$ cat src/rtl/alu_vec.sv
// Eight-lane registered vector ALU: add, mul, sub, div on unsigned WIDTH-bit lanes.
// Define ALU_VEC_SATURATE_EN to clamp add/sub/mul instead of wrapping.
module alu_vec #(
  parameter int WIDTH = 4
) (
  input  logic             clk,
  input  logic             rst,
  input  logic             in_valid,
  input  logic [WIDTH-1:0] v1A,
  input  logic [WIDTH-1:0] v1B,
  input  logic [WIDTH-1:0] v1C,
  input  logic [WIDTH-1:0] v1D,
  input  logic [WIDTH-1:0] v1E,
  input  logic [WIDTH-1:0] v1F,
  input  logic [WIDTH-1:0] v1G,
  input  logic [WIDTH-1:0] v1H,
  input  logic [WIDTH-1:0] v2A,
  input  logic [WIDTH-1:0] v2B,
  input  logic [WIDTH-1:0] v2C,
  input  logic [WIDTH-1:0] v2D,
  input  logic [WIDTH-1:0] v2E,
  input  logic [WIDTH-1:0] v2F,
  input  logic [WIDTH-1:0] v2G,
  input  logic [WIDTH-1:0] v2H,
  input  logic [1:0]       selec,
  output logic [WIDTH-1:0] out1,
  output logic [WIDTH-1:0] out2,
  output logic [WIDTH-1:0] out3,
  output logic [WIDTH-1:0] out4,
  output logic [WIDTH-1:0] out5,
  output logic [WIDTH-1:0] out6,
  output logic [WIDTH-1:0] out7,
  output logic [WIDTH-1:0] out8,
  output logic             out_valid
);

  localparam int LANES = 8;

  localparam logic [1:0] OP_ADD = 2'b00;
  localparam logic [1:0] OP_MUL = 2'b01;
  localparam logic [1:0] OP_SUB = 2'b10;
  localparam logic [1:0] OP_DIV = 2'b11;

  localparam logic [WIDTH-1:0] ALL_ONES = '1;

  logic [WIDTH-1:0] v1    [LANES];
  logic [WIDTH-1:0] v2    [LANES];
  logic [WIDTH-1:0] res_d [LANES];
  logic [WIDTH-1:0] res_q [LANES];

  assign v1[0] = v1A;  assign v2[0] = v2A;
  assign v1[1] = v1B;  assign v2[1] = v2B;
  assign v1[2] = v1C;  assign v2[2] = v2C;
  assign v1[3] = v1D;  assign v2[3] = v2D;
  assign v1[4] = v1E;  assign v2[4] = v2E;
  assign v1[5] = v1F;  assign v2[5] = v2F;
  assign v1[6] = v1G;  assign v2[6] = v2G;
  assign v1[7] = v1H;  assign v2[7] = v2H;

  // One lane's worth of arithmetic; the divider is fully combinational.
  function automatic logic [WIDTH-1:0] lane_op(input logic [1:0]       op,
                                               input logic [WIDTH-1:0] a,
                                               input logic [WIDTH-1:0] b);
`ifdef ALU_VEC_SATURATE_EN
    logic [WIDTH:0]     sum;
    logic [2*WIDTH-1:0] prod;
`endif
    logic [WIDTH-1:0]   r;
    r = '0;
    case (op)
`ifdef ALU_VEC_SATURATE_EN
      OP_ADD: begin
        sum = {1'b0, a} + {1'b0, b};
        r   = sum[WIDTH] ? ALL_ONES : sum[WIDTH-1:0];
      end
      OP_MUL: begin
        prod = {{WIDTH{1'b0}}, a} * {{WIDTH{1'b0}}, b};
        r    = (|prod[2*WIDTH-1:WIDTH]) ? ALL_ONES : prod[WIDTH-1:0];
      end
      OP_SUB: r = (b > a) ? '0 : a - b;
`else
      OP_ADD: r = a + b;
      OP_MUL: r = a * b;
      OP_SUB: r = a - b;
`endif
      OP_DIV: r = (b == '0) ? ALL_ONES : a / b;
      default: r = '0;
    endcase
    return r;
  endfunction

  // NOTE: every variable assigned in always_comb gets a value on every path,
  // here via the function's default, so no latch is inferred.
  always_comb begin
    for (int i = 0; i < LANES; i++) begin
      res_d[i] = lane_op(selec, v1[i], v2[i]);
    end
  end

  // NOTE: registered state uses non-blocking assignments so every flop
  // samples pre-edge values regardless of statement order.
  always_ff @(posedge clk) begin
    if (rst) begin
      out_valid <= 1'b0;
      for (int i = 0; i < LANES; i++) res_q[i] <= '0;
    end else begin
      out_valid <= in_valid;
      if (in_valid) begin
        for (int i = 0; i < LANES; i++) res_q[i] <= res_d[i];
      end
    end
  end

  assign out1 = res_q[0];
  assign out2 = res_q[1];
  assign out3 = res_q[2];
  assign out4 = res_q[3];
  assign out5 = res_q[4];
  assign out6 = res_q[5];
  assign out7 = res_q[6];
  assign out8 = res_q[7];

endmodule

$ cat config.mk
export PLATFORM = sky130hd
export DESIGN_NAME = alu_vec
export DESIGN_NICKNAME = d
export VERILOG_FILES = /design/src/rtl/alu_vec.sv
export SDC_FILE = /design/constraint.sdc
export NUM_CORES = 1
export LEC_CHECK = 0
export CAP_MARGIN = 20
export CELL_PAD_IN_SITES_DETAIL_PLACEMENT = 1
export CELL_PAD_IN_SITES_GLOBAL_PLACEMENT = 2
export CORE_UTILIZATION = 31
export DETAILED_ROUTE_END_ITERATION = 12
export PLACE_DENSITY = 0.83
export SETUP_SLACK_MARGIN = 0.2
export SLEW_MARGIN = 20
export SYNTH_ARGS = -nofsm -noshare
export SYNTH_HDL_FRONTEND = slang
export SYNTH_SLANG_ARGS = --single-unit
$ cat constraint.sdc
create_clock -name clk -period 4.7 [get_ports clk]
set_clock_uncertainty 0.2 [all_clocks]
set_input_delay 0.94 -clock clk [delete_from_list [all_inputs] [get_ports clk]]
set_output_delay 0.94 -clock clk [all_outputs]
set_load 0.02 [all_outputs]
Word level (Yosys, flattened, before mapping). Memory sizes are Yosys's and may differ from the RTL's. Cells that the tools add are included.

Add/subtract/negate cells: 16. Multipliers: 8. Divide/modulo/power cells: 8. $lt $le $gt $ge: 0. Eq/ne operators: 3. Shift-type cells: 0. Muxes and demuxes: 29. Bitwise logic cells: 8. Reduce and logical (&&, ||, !) cells: 9.

Operators with widths (number): $pmux 4 s4 (8); $mux 4 (16); $add 4x4->4 (8); $div 4x4->4 (8); $logic_not 4->1 (8); $mul 4x4->4 (8); $sub 4x4->4 (8); $or 1x1->1 (8); $mux 1 (5); $eq 2x2->1 const B (2); $eq 2x1->1 const B (1); $logic_not 2->1 (1).

Register bits: 1. Bits in latches: 0. Bits in writable memories: 32. ROM bits: 0. Input port bits: 69. Memories: 1.

Memories: res_q (words 8, bits a word 4, rd ports 8, clocked after Yosys merged registers in 0, wr ports 8, RTL line 49) `logic [WIDTH-1:0] res_q [LANES];`.

Logic depth before layout (Yosys ltp). Gate-level depths: netlist of the first run.

Depth after elaboration: 4. Mapped depth: 20. Mapped depth without buffers: 20.

Least setup slack after synthesis of the first run. OpenSTA, ideal clock, no wires.

Path type: in2reg. Start point: in v2D[0]. End point: mem res_q[3][0] (netlist: res_q[0][12]), data pin. Setup time: 263 ps. Data arrival time: 4161 ps. Required time: 4237 ps. Path slack: 76 ps. Cell stages on the path: 17. Path buffers: 0. Cells stage by stage: inv_1 > ha_1 > nor4b_2 > a2bb2oi_1 > ha_1 > o21a_1 > o21ai_0 > o21ai_0 > ha_1 > o21a_1 > o21ai_0 > a21oi_1 > mux2_2 > ha_1 > o21a_1 > o21ai_0 > a31oi_1.

RTL lines: from (decl) (RTL line 20) `input logic [WIDTH-1:0] v2D,`; to (decl) (RTL line 49).

==> run_results.csv, run 1 <==
group,metric,value,unit
die,die_h,153,um
critical_path,path_cells,"clkbuf_2 > nor3_4 > a21oi_4 > a21oi_2 > ha_1 > o21a_1 > o21ai_2 > buf_4 > nand2_1 > o21ai_2 > ha_1 > o21a_1 > o21a_1 > nor2_1 > nor2_2 > buf_4 > buf_4 > mux2_2 > ha_1 > o21ai_1 > a31oi_1",
critical_path,required,4.53,ns
logic_synthesis,synth_top_family_by_area,"adder cells",
die,core,0.0226,sq mm
logic_synthesis,ys_top_cells_by_area,"ha_1 (31%), edfxtp_1 (14%), xnor2_1 (7.4%)",
placed_design,placedCellCount,1333,
global_route,grt_max_degree,60,
critical_path,crit_slowest_cell,"ha_1",
layout,final_nets,1354,
logic_synthesis,synth-seq-cells,33,
placed_design,dp_hpwl,18.0,mm
run_status,status,"finished, final reports clean",
logic_synthesis,synth_common_cells,"ha_1 (176), nor2_1 (84), inv_1 (70), xnor2_1 (60), o21ai_0 (56)",
logic_synthesis,synth.most_common_cell,"ha_1",
clocking,h-tree-depth,2,
logic_synthesis,yosysWarnings,0,
global_route,met2_usage,0.365,
drt,firstDrtPassIters,4,
global_route,grt-ovfl-total,0,
global_route,grt_pass1_vias,7674,
job,drv_cap,0,
die,start_util,0.315,
timing,max_freq,229,MHz
logic_synthesis,synth_cell_types,39,
logic_synthesis,synth_top_area_share,0.310,
logic_synthesis,synth_largest_area_cell,"ha_1",
drt,ant_nets,0,
layout,fillerInstances,2641,
die,rows,55,
placed_design,gp_congestion,0.841,
logic_synthesis,postSynth.topFlopCell,"edfxtp_1",
drt,vias,7078,
logic_synthesis,synth-simple-area-share,0.123,
drt,via_per_inst,5.09,
drt,drc,0,
timing,holdWs,1.16,ns
placed_design,port_buffers,101,
timing,drv_slew,0,
critical_path,start_kind,"primary input",
pwr,power.total,1.91,mW
clocking,cts_tree,"done",
clocking,root_buffer,"clkbuf_16",
global_route,met1_usage,0.253,
die,die-area,0.0235,sq mm
logic_synthesis,syn-num-nets,1083,
critical_path,path_class,"in2reg",
timing,worst_pin_slew,0.891,ns
logic_synthesis,synth_fa_ha_area_frac,0.333,
clocking,clockBufferDepth,2,
critical_path,crit_path_end_kind,"register",
logic_synthesis,muxShareOfSynthArea,0.0423,
drt,first_iter_violations,191,
layout,area_growth,46.2,%
global_route,track_usage,0.201,
critical_path,cp_max_fo,3,
critical_path,cp_slowest_stage_delay,0.27,ns
timing,rsz0062_at_grt,"yes",
logic_synthesis,synth_compound_area_frac,0.189,
logic_synthesis,synth-edff-count,32,
timing,setup_viol,0,
timing,slew_headroom,0.406,
die,die_w,153,um
clocking,cts_buffers,5,
timing,finalHoldViolations,0,
timing,min_period_over_period,0.929,
die,ios,102,
global_route,grt_pass1_wl,38.2,mm
clocking,clk_pin_slew_worst_paths,0.06,ns
pwr,vdd_drop_max,0.113,mV
logic_synthesis,seq_area_frac_synth,0.138,
layout,multi_input_area,0.00630,sq mm
critical_path,worstPathArrival,4.19,ns
layout,drive_gt1_frac,0.279,
layout,post-route-util,0.460,
global_route,antenna_found_initial,3,
global_route,grt_use_met3,0.0230,
layout,final_cells,1390,
logic_synthesis,post_synth.cell_area_avg,8.56,sq um
logic_synthesis,netlist_area,0.00710,sq mm
global_route,busiest_layer,"met2",
drt,avgRoutedWirePerCell,17.0,um
min_path,hold_path.class,"in2reg",
logic_synthesis,synth_xor_area_frac,0.124,
logic_synthesis,ys_async_sr_fraction,0,
pwr,powerDensity,184,mW/mm^2
layout,area.sequential,981,sq um
pwr,p_leak,5.03,nW
timing,fin_setup_tns,0,ns
logic_synthesis,netlist_instances,830,
timing,period_minus_slack,4.37,ns
drt,drt-total-wl,23.6,mm
clocking,cts_sinks,33,
logic make-up after synthesis:
group	after synthesis
AO/OA/AOI/OAI	214
AND/OR/NAND/NOR	191
adder cells (fa/ha/maj)	184
buffers and inverters	92
XOR/XNOR	88
flip-flops	33
multiplexers	28
worst max-delay path, delay by kind of cell:
kind | cells | cell delay (ns)
compound gates | 9 | 1.15
fa+ha+maj | 3 | 0.80
buf+inv | 4 | 0.51
mux | 1 | 0.26
simple gates | 4 | 0.51
repair_timing:
action                                  in CTS  in global routing
resized for setup                          129                 67
endpoints found under the setup margin       8                  8
pin swaps                                   63                 69
buffers inserted                            27                 19
hold buffers                                 0                  0
final cells by class:
type,count,share of cell area
Antenna cell,3,0.000723
Clock buffer,6,0.0124
Clock inverter,2,0.000964
Inverter,70,0.0253
Multi-Input combinational cell,705,0.607
Sequential cell,33,0.0945
Tap cell,285,0.0343
Timing Repair Buffer,286,0.225
sequential cells by signal, summed over array words and instances (netlist names):
register	flops
res_q	32
out_valid	1
cells in the final DEF, fill, tap and decap left out, drive strengths merged, types with 3 or more instances in the layout:
cell type and count:
nor4bb 4, nand2 50, mux2i 12, a21boi 8
buf 187, clkdlybuf4s50 59, xnor2 60, inv 70
or3 4, nand3 11, clkbuf 20, o21a 25
o21ai 62, nand2b 10, dlygate4sd2 9, xnor3 8
a21o 16, a31oi 31, o21bai 8, edfxtp 32
nor3 21, nor4b 4, xor2 20, a21oi 40
o221ai 5, o211a 6, diode 3, o211ai 4
ha 176, a2bb2oi 4, fa 8, nor2 84
mux2 16, dlymetal6s2s 9, clkdlybuf4s15 8
report_power, final:
group          switching (mW)  leakage [nW]  internal (mW)
clock network           0.139        0.0706          0.195
registers              0.0172         0.351          0.363
logic                   0.580          4.61          0.618
layer usage:
metal	vias up	wire, um
met5	-	12
met4	2	309
met3	26	721
met2	104	11700
met1	3437	10800
li1	3509	-
stage by stage:
step	worst slack [ns]	cell area (sq um)
floorplan	0.235	7120
global placement	-0.406	9430
detailed placement	-0.583	9430
CTS	0.219	10100
global route	0.156	10400
finish	0.334	10400
path summary, 6_finish.rpt:
kind,from,end,slack [ns],cells past startpoint
max,v2F[1],res_q[1][4],0.33,21
min,v2F[3],res_q[1][5],1.16,5
No activity file was read; power rests on OpenSTA's default activity.
==> run 2, diff against run 1 <==
--- a/config.mk
+++ b/config.mk
@@ -5,8 +5,7 @@
 export SDC_FILE = /design/constraint.sdc
 export NUM_CORES = 1
 export LEC_CHECK = 0
-export CAP_MARGIN = 20
-export CELL_PAD_IN_SITES_DETAIL_PLACEMENT = 1
+export CELL_PAD_IN_SITES_DETAIL_PLACEMENT = 0
 export CELL_PAD_IN_SITES_GLOBAL_PLACEMENT = 2
 export CORE_UTILIZATION = 31
 export DETAILED_ROUTE_END_ITERATION = 12
==> run 2 against run 1 <==
Net effect: non-clock buffer count shrank 10; critical path depth shrank 2; critical path type unchanged; sequential share of layout area is essentially flat; largest cell class unchanged; worst hold slack better by 0.040 ns; maximum frequency increased by 0.81%; core utilization rose by 0.094 points.
==> run_results.csv, run 2 (synthesis results as in run 1) <==
group,metric,value,unit
layout,reg_top3,"res_q (32), out_valid (1)",
critical_path,cp_max_fo,3,
run_status,status,"finished, final reports clean",
timing,fin_setup_tns,0,ns
critical_path,path_cells,"dlygate4sd2_1 > ha_4 > nor4b_4 > a2bb2oi_2 > ha_1 > o21a_1 > o21ai_2 > nand2_1 > o21ai_2 > ha_4 > o21a_1 > o21ai_2 > a21oi_2 > buf_4 > mux2_4 > ha_1 > o21a_1 > o21ai_1 > a31oi_1",
pwr,powerDensity,180,mW/mm^2
layout,largest_register_ffs,32,
global_route,grt_pass1_wl,34.6,mm
drt,firstDrtPassIters,4,
global_route,grt-ovfl-total,0,
placed_design,dp_hpwl,15.9,mm
layout,largest_register,"res_q",
placed_design,gp_congestion,0.841,
layout,fillerInstances,2231,
die,die_w,153,um
layout,post-route-util,0.461,
timing,fin_ws,0.369,ns
timing,max_freq,231,MHz
clocking,holdBufCountCts,0,
global_route,grt_max_degree,60,
die,ios,102,
critical_path,path_class,"in2reg",
die,die_h,153,um
drt,drt-total-wl,21.2,mm
drt,via_per_inst,4.87,
clocking,cts_tree,"done",
die,die-area,0.0235,sq mm
drt,drc,0,
timing,holdWs,1.20,ns
clocking,root_buffer,"clkbuf_16",
timing,worst_pin_slew,0.861,ns
layout,drive_gt1_frac,0.272,
min_path,min_from,"v2E[2]",
die,core,0.0226,sq mm
layout,final_nets,1344,
pwr,vdd_drop_max,0.116,mV
placed_design,port_buffers,101,
min_path,hold_path.class,"in2reg",
pwr,p_leak,5.09,nW
job,drv_cap,0,
timing,period_minus_slack,4.33,ns
global_route,grt_pass1_vias,6941,
timing,slew_headroom,0.426,
timing,min_period_over_period,0.921,
critical_path,required,4.53,ns
global_route,antenna_found_initial,3,
clocking,clk_pin_slew_worst_paths,0.06,ns
timing,drv_slew,0,
critical_path,crit_path_end_kind,"register",
min_path,holdPathStages,5,
critical_path,worstPathArrival,4.16,ns
layout,multi_input_area,0.00631,sq mm
die,start_util,0.315,
drt,avgRoutedWirePerCell,15.4,um
clocking,clockBufferDepth,2,
layout,final_common_cell,"buf_4",
layout,design_area,0.0104,sq mm
critical_path,crit_slowest_cell,"mux2_4",
clocking,cts_sinks,33,
pwr,power.total,1.87,mW
clocking,h-tree-depth,2,
placed_design,dpl_cell_area,0.00943,sq mm
layout,area.sequential,981,sq um
placed_design,placedCellCount,1333,
timing,finalHoldViolations,0,
min_path,worstHoldEndpoint,"res_q[1][0]",
drt,first_iter_violations,195,
timing,rsz0062_at_grt,"no",
placed_design,post-place-ws,-0.456,ns
critical_path,start_kind,"primary input",
die,rows,55,
clocking,cts_buffers,5,
critical_path,cp.buffers_inverters,2,
layout,area_growth,46.5,%
timing,setup_viol,0,
layout,final_cells,1379,
layout,final_cell_mix,"buf_4 (171), ha_1 (160), nor2_1 (76), inv_1 (62), xnor2_1 (60)",
critical_path,cp_slowest_stage_delay,0.29,ns
critical_path,cp_top_family,"compound AO/OA/AOI/OAI gates",
global_route,track_usage,0.181,
drt,ant_nets,0,
drt,vias,6719,
==> run 2: cell types whose count changed in the layout (fill, tap and decap cells not counted), moves of 4 or more <==
| cell | before | now |
|---|---|---|
| a21oi_2 | 8 | 13 |
| a21oi_4 | 5 | 0 |
| buf_4 | 183 | 171 |
| clkbuf_2 | 14 | 5 |
| clkdlybuf4s15_1 | 8 | 4 |
| dlymetal6s2s_1 | 9 | 22 |
| nor2_1 | 81 | 76 |
| nor2_2 | 3 | 7 |
| nor3_2 | 2 | 6 |
| nor3_4 | 8 | 4 |
==> run 2: worst max path at each step <==
stage / start / endpoint / slack [ns] / cells past startpoint
after floorplan: v2D[0] / res_q[0][12] / 0.24 / 20
after global placement: v2F[0] / res_q[1][4] / -0.41 / 18
after detailed placement: v2E[0] / res_q[1][0] / -0.46 / 20
after CTS: v2B[0] / res_q[0][4] / 0.14 / 18
after global routing: v2G[0] / res_q[1][8] / 0.16 / 22
final: v1D[3] / res_q[0][12] / 0.37 / 19
==> run 2: cell type report <==
class                      count  share of cell area
multi-input combinational    705               0.607
timing repair buffer         276               0.226
sequential                    33              0.0943
tap                          285              0.0343
inverter                      70              0.0252
clock buffer                   6              0.0124
clock inverter                 2            0.000962
antenna                        2            0.000481
==> run 2: what timing repair did <==
action                                  in CTS  in global routing
resized for setup                          101                 81
buffers inserted                            22                 14
endpoints found under the setup margin       8                  8
pin swaps                                   55                 59
==> run 2: report_power, final <==
part | switching (mW) | leakage, nW | internal [mW]
sequential | 0.0161 | 0.351 | 0.363
combinational | 0.554 | 4.67 | 0.607
clock | 0.136 | 0.0706 | 0.195
total | 0.706 | 5.09 | 1.16
==> run 2: routing by layer <==
| layer | wire length, um | GRT usage | part of all wire |
|---|---|---|---|
| met1 | 10300 | 0.241 | 0.49 |
| met2 | 10100 | 0.320 | 0.48 |
| met3 | 640 | 0.0215 | 0.030 |
| met4 | 125 | 0.0186 | 0.0059 |
| met5 | 13 | 0 | 0.00061 |
==> run 3, diff against run 2 <==
--- a/config.mk
+++ b/config.mk
@@ -7,9 +7,12 @@
 export LEC_CHECK = 0
 export CELL_PAD_IN_SITES_DETAIL_PLACEMENT = 0
 export CELL_PAD_IN_SITES_GLOBAL_PLACEMENT = 2
+export CORE_MARGIN = 5
 export CORE_UTILIZATION = 31
 export DETAILED_ROUTE_END_ITERATION = 12
+export HOLD_SLACK_MARGIN = 0.12
 export PLACE_DENSITY = 0.83
+export RECOVER_POWER = 25
 export SETUP_SLACK_MARGIN = 0.2
 export SLEW_MARGIN = 20
 export SYNTH_ARGS = -nofsm -noshare
==> run 3 against run 2 <==
Net effect: clock power grew 10%; worst hold slack lost 0.041 ns; critical path depth grew 2; sequential share of layout area is essentially flat; maximum frequency shrank 1.8%; power grew 1.7%; core utilization shrank 0.078 points; final cell count grew 0.36%; die area grew 11%; first-iteration DRC count grew 43%; worst setup slack lost 0.077 ns; sequential power shrank 1%; largest cell class unchanged.
==> run_results.csv, run 3 (synthesis results as in run 1) <==
group,metric,value,unit
min_path,min_from,"selec[0]",
drt,ant_nets,0,
timing,drv_slew,0,
timing,finalHoldViolations,0,
timing,slew_headroom,0.356,
critical_path,path_class,"in2reg",
pwr,netSwitchingFraction,0.382,
min_path,holdPathStages,3,
clocking,cts_sinks,33,
drt,via_per_inst,4.92,
critical_path,required,4.54,ns
job,drv_cap,0,
timing,max_freq,227,MHz
layout,final_common_cell,"buf_4",
die,rows,55,
layout,area_growth,46.2,%
timing,holdWs,1.15,ns
drt,drt-total-wl,21.9,mm
layout,reg_top3,"res_q (32), out_valid (1)",
drt,avgRoutedWirePerCell,15.8,um
critical_path,worstPathArrival,4.25,ns
pwr,clkPwrFrac,0.192,
pwr,p_leak,5.10,nW
clocking,cts_tree,"done",
pwr,vdd_drop_max,0.110,mV
layout,post-route-util,0.460,
die,die_w,161,um
critical_path,start_kind,"primary input",
placed_design,dp_hpwl,16.4,mm
global_route,grt_pass1_vias,7010,
global_route,track_usage,0.164,
drt,first_iter_violations,279,
global_route,grt-ovfl-total,0,
timing,worst_pin_slew,0.965,ns
drt,vias,6807,
timing,period_minus_slack,4.41,ns
pwr,internal-power,1.18,mW
drt,drc,0,
clocking,root_buffer,"clkbuf_16",
timing,min_period_over_period,0.938,
clocking,cts_buffers,5,
placed_design,gp_congestion,0.855,
die,start_util,0.315,
die,core,0.0226,sq mm
pwr,power.switching,726,uW
layout,final_cell_mix,"buf_4 (179), ha_1 (163), nor2_1 (78), inv_1 (62), xnor2_1 (60)",
timing,setup_viol,0,
layout,final_nets,1351,
timing,rsz0062_at_grt,"yes",
critical_path,crit_path_end_kind,"register",
layout,diodes,0,
die,die-area,0.0260,sq mm
min_path,worstHoldEndpoint,"res_q[1][2]",
clocking,clockBufferDepth,2,
layout,largest_register_ffs,32,
die,die_h,161,um
die,ios,102,
drt,firstDrtPassIters,4,
global_route,grt_max_degree,60,
critical_path,cp_max_fo,5,
layout,largest_register,"res_q",
min_path,hold_path.class,"in2reg",
global_route,antenna_found_initial,0,
clocking,h-tree-depth,2,
pwr,powerDensity,183,mW/mm^2
pwr,seq_power_share,0.197,
clocking,holdBufCountCts,0,
clocking,clk_pin_slew_worst_paths,0.07,ns
layout,drive_gt1_frac,0.275,
run_status,status,"finished, final reports clean",
placed_design,port_buffers,101,
global_route,grt_pass1_wl,35.2,mm
pwr,power_frac_comb,0.611,
==> run 3: cell count changes in the layout (fill, tap and decap cells not counted), sizes merged <==
cell / change
buf: +7
clkbuf: +5
clkdlybuf4s15: -1
clkdlybuf4s50: -22
clkinv: -2
clkinvlp: +1
diode: -2
dlygate4sd2: +1
dlygate4sd3: +24
dlymetal6s2s: -6
==> run 3: critical path, cell delays in order <==
cell and delay (ns):
clkdlybuf4s50_1 0.46, buf_4 0.18, nor3_4 0.18, a2bb2oi_2 0.09
ha_1 0.30, o21a_1 0.14, o21ai_2 0.19, nand2_1 0.09
o21ai_2 0.08, ha_1 0.26, o21a_1 0.13, o21ai_2 0.17
a21oi_2 0.09, buf_4 0.15, nor2_1 0.09, a21oi_1 0.06
ha_1 0.32, o21ai_2 0.07, a21boi_2 0.06, o21ai_1 0.12
a31oi_1 0.08
==> run 3: final cells by class <==
type	count	area, sq um
Clock buffer	7	143
Timing Repair Buffer	283	2360
Fill cell	2237	12200
Sequential cell	33	981
Multi-Input combinational cell	705	6280
Tap cell	285	357
Clock inverter	1	7.51
Inverter	70	263
==> run 3: routing by layer <==
| metal | wire length, um | vias to the layer above | GRT usage |
|---|---|---|---|
| met5 | 0 | - | 0 |
| met3 | 893 | 22 | 0.0291 |
| met2 | 10300 | 121 | 0.279 |
| met1 | 10500 | 3169 | 0.220 |
| met4 | 221 | 0 | 0.0275 |
| li1 | - | 3495 | - |
==> run 3: how the worst max path moves through the flow <==
stage,startpoint,to,cells past startpoint,slack (ns)
2_1_floorplan,v2D[0],res_q[0][12],20,0.24
3_3_place_gp,v2E[0],res_q[1][0],20,-0.47
3_5_place_dp,v2E[0],res_q[1][0],20,-0.55
4_1_cts,v1E[3],res_q[1][0],19,0.17
5_1_grt,v2H[1],res_q[1][12],21,0.06
6_report,v2H[1],res_q[1][12],21,0.29
==> run 3: through the flow <==
step           setup slack, ns  total power [mW]  area (sq um)  instances  setup TNS, ns
3_5_place_dp            -0.551              1.43          9450       1336          -3.36
2_1_floorplan            0.235              1.00          7120        830              0
5_1_grt                 0.0633              2.06         10400       1384              0
3_3_place_gp            -0.468              1.42          9450       1336          -2.99
4_1_cts                  0.168              1.88         10100       1370              0
6_report                 0.292              1.90         10400       1384              0
==> run 3: power groups by stage <==
stage / Combinational, mW / Clock, mW / Sequential (mW)
after floorplan: 0.583 / 0 / 0.420
after global placement: 1.04 / 0 / 0.383
after detailed placement: 1.05 / 0 / 0.383
after CTS: 1.13 / 0.374 / 0.378
after global routing: 1.29 / 0.384 / 0.379
final: 1.16 / 0.364 / 0.375
==> run 3: repair_timing <==
action / 4_1_cts / 5_1_grt
gates cloned: 0 / 0
setup buffers: 26 / 14
pin swaps: 47 / 74
hold endpoints to repair: 0 / 0
endpoints found under the setup margin: 8 / 8
resized for setup: 103 / 82
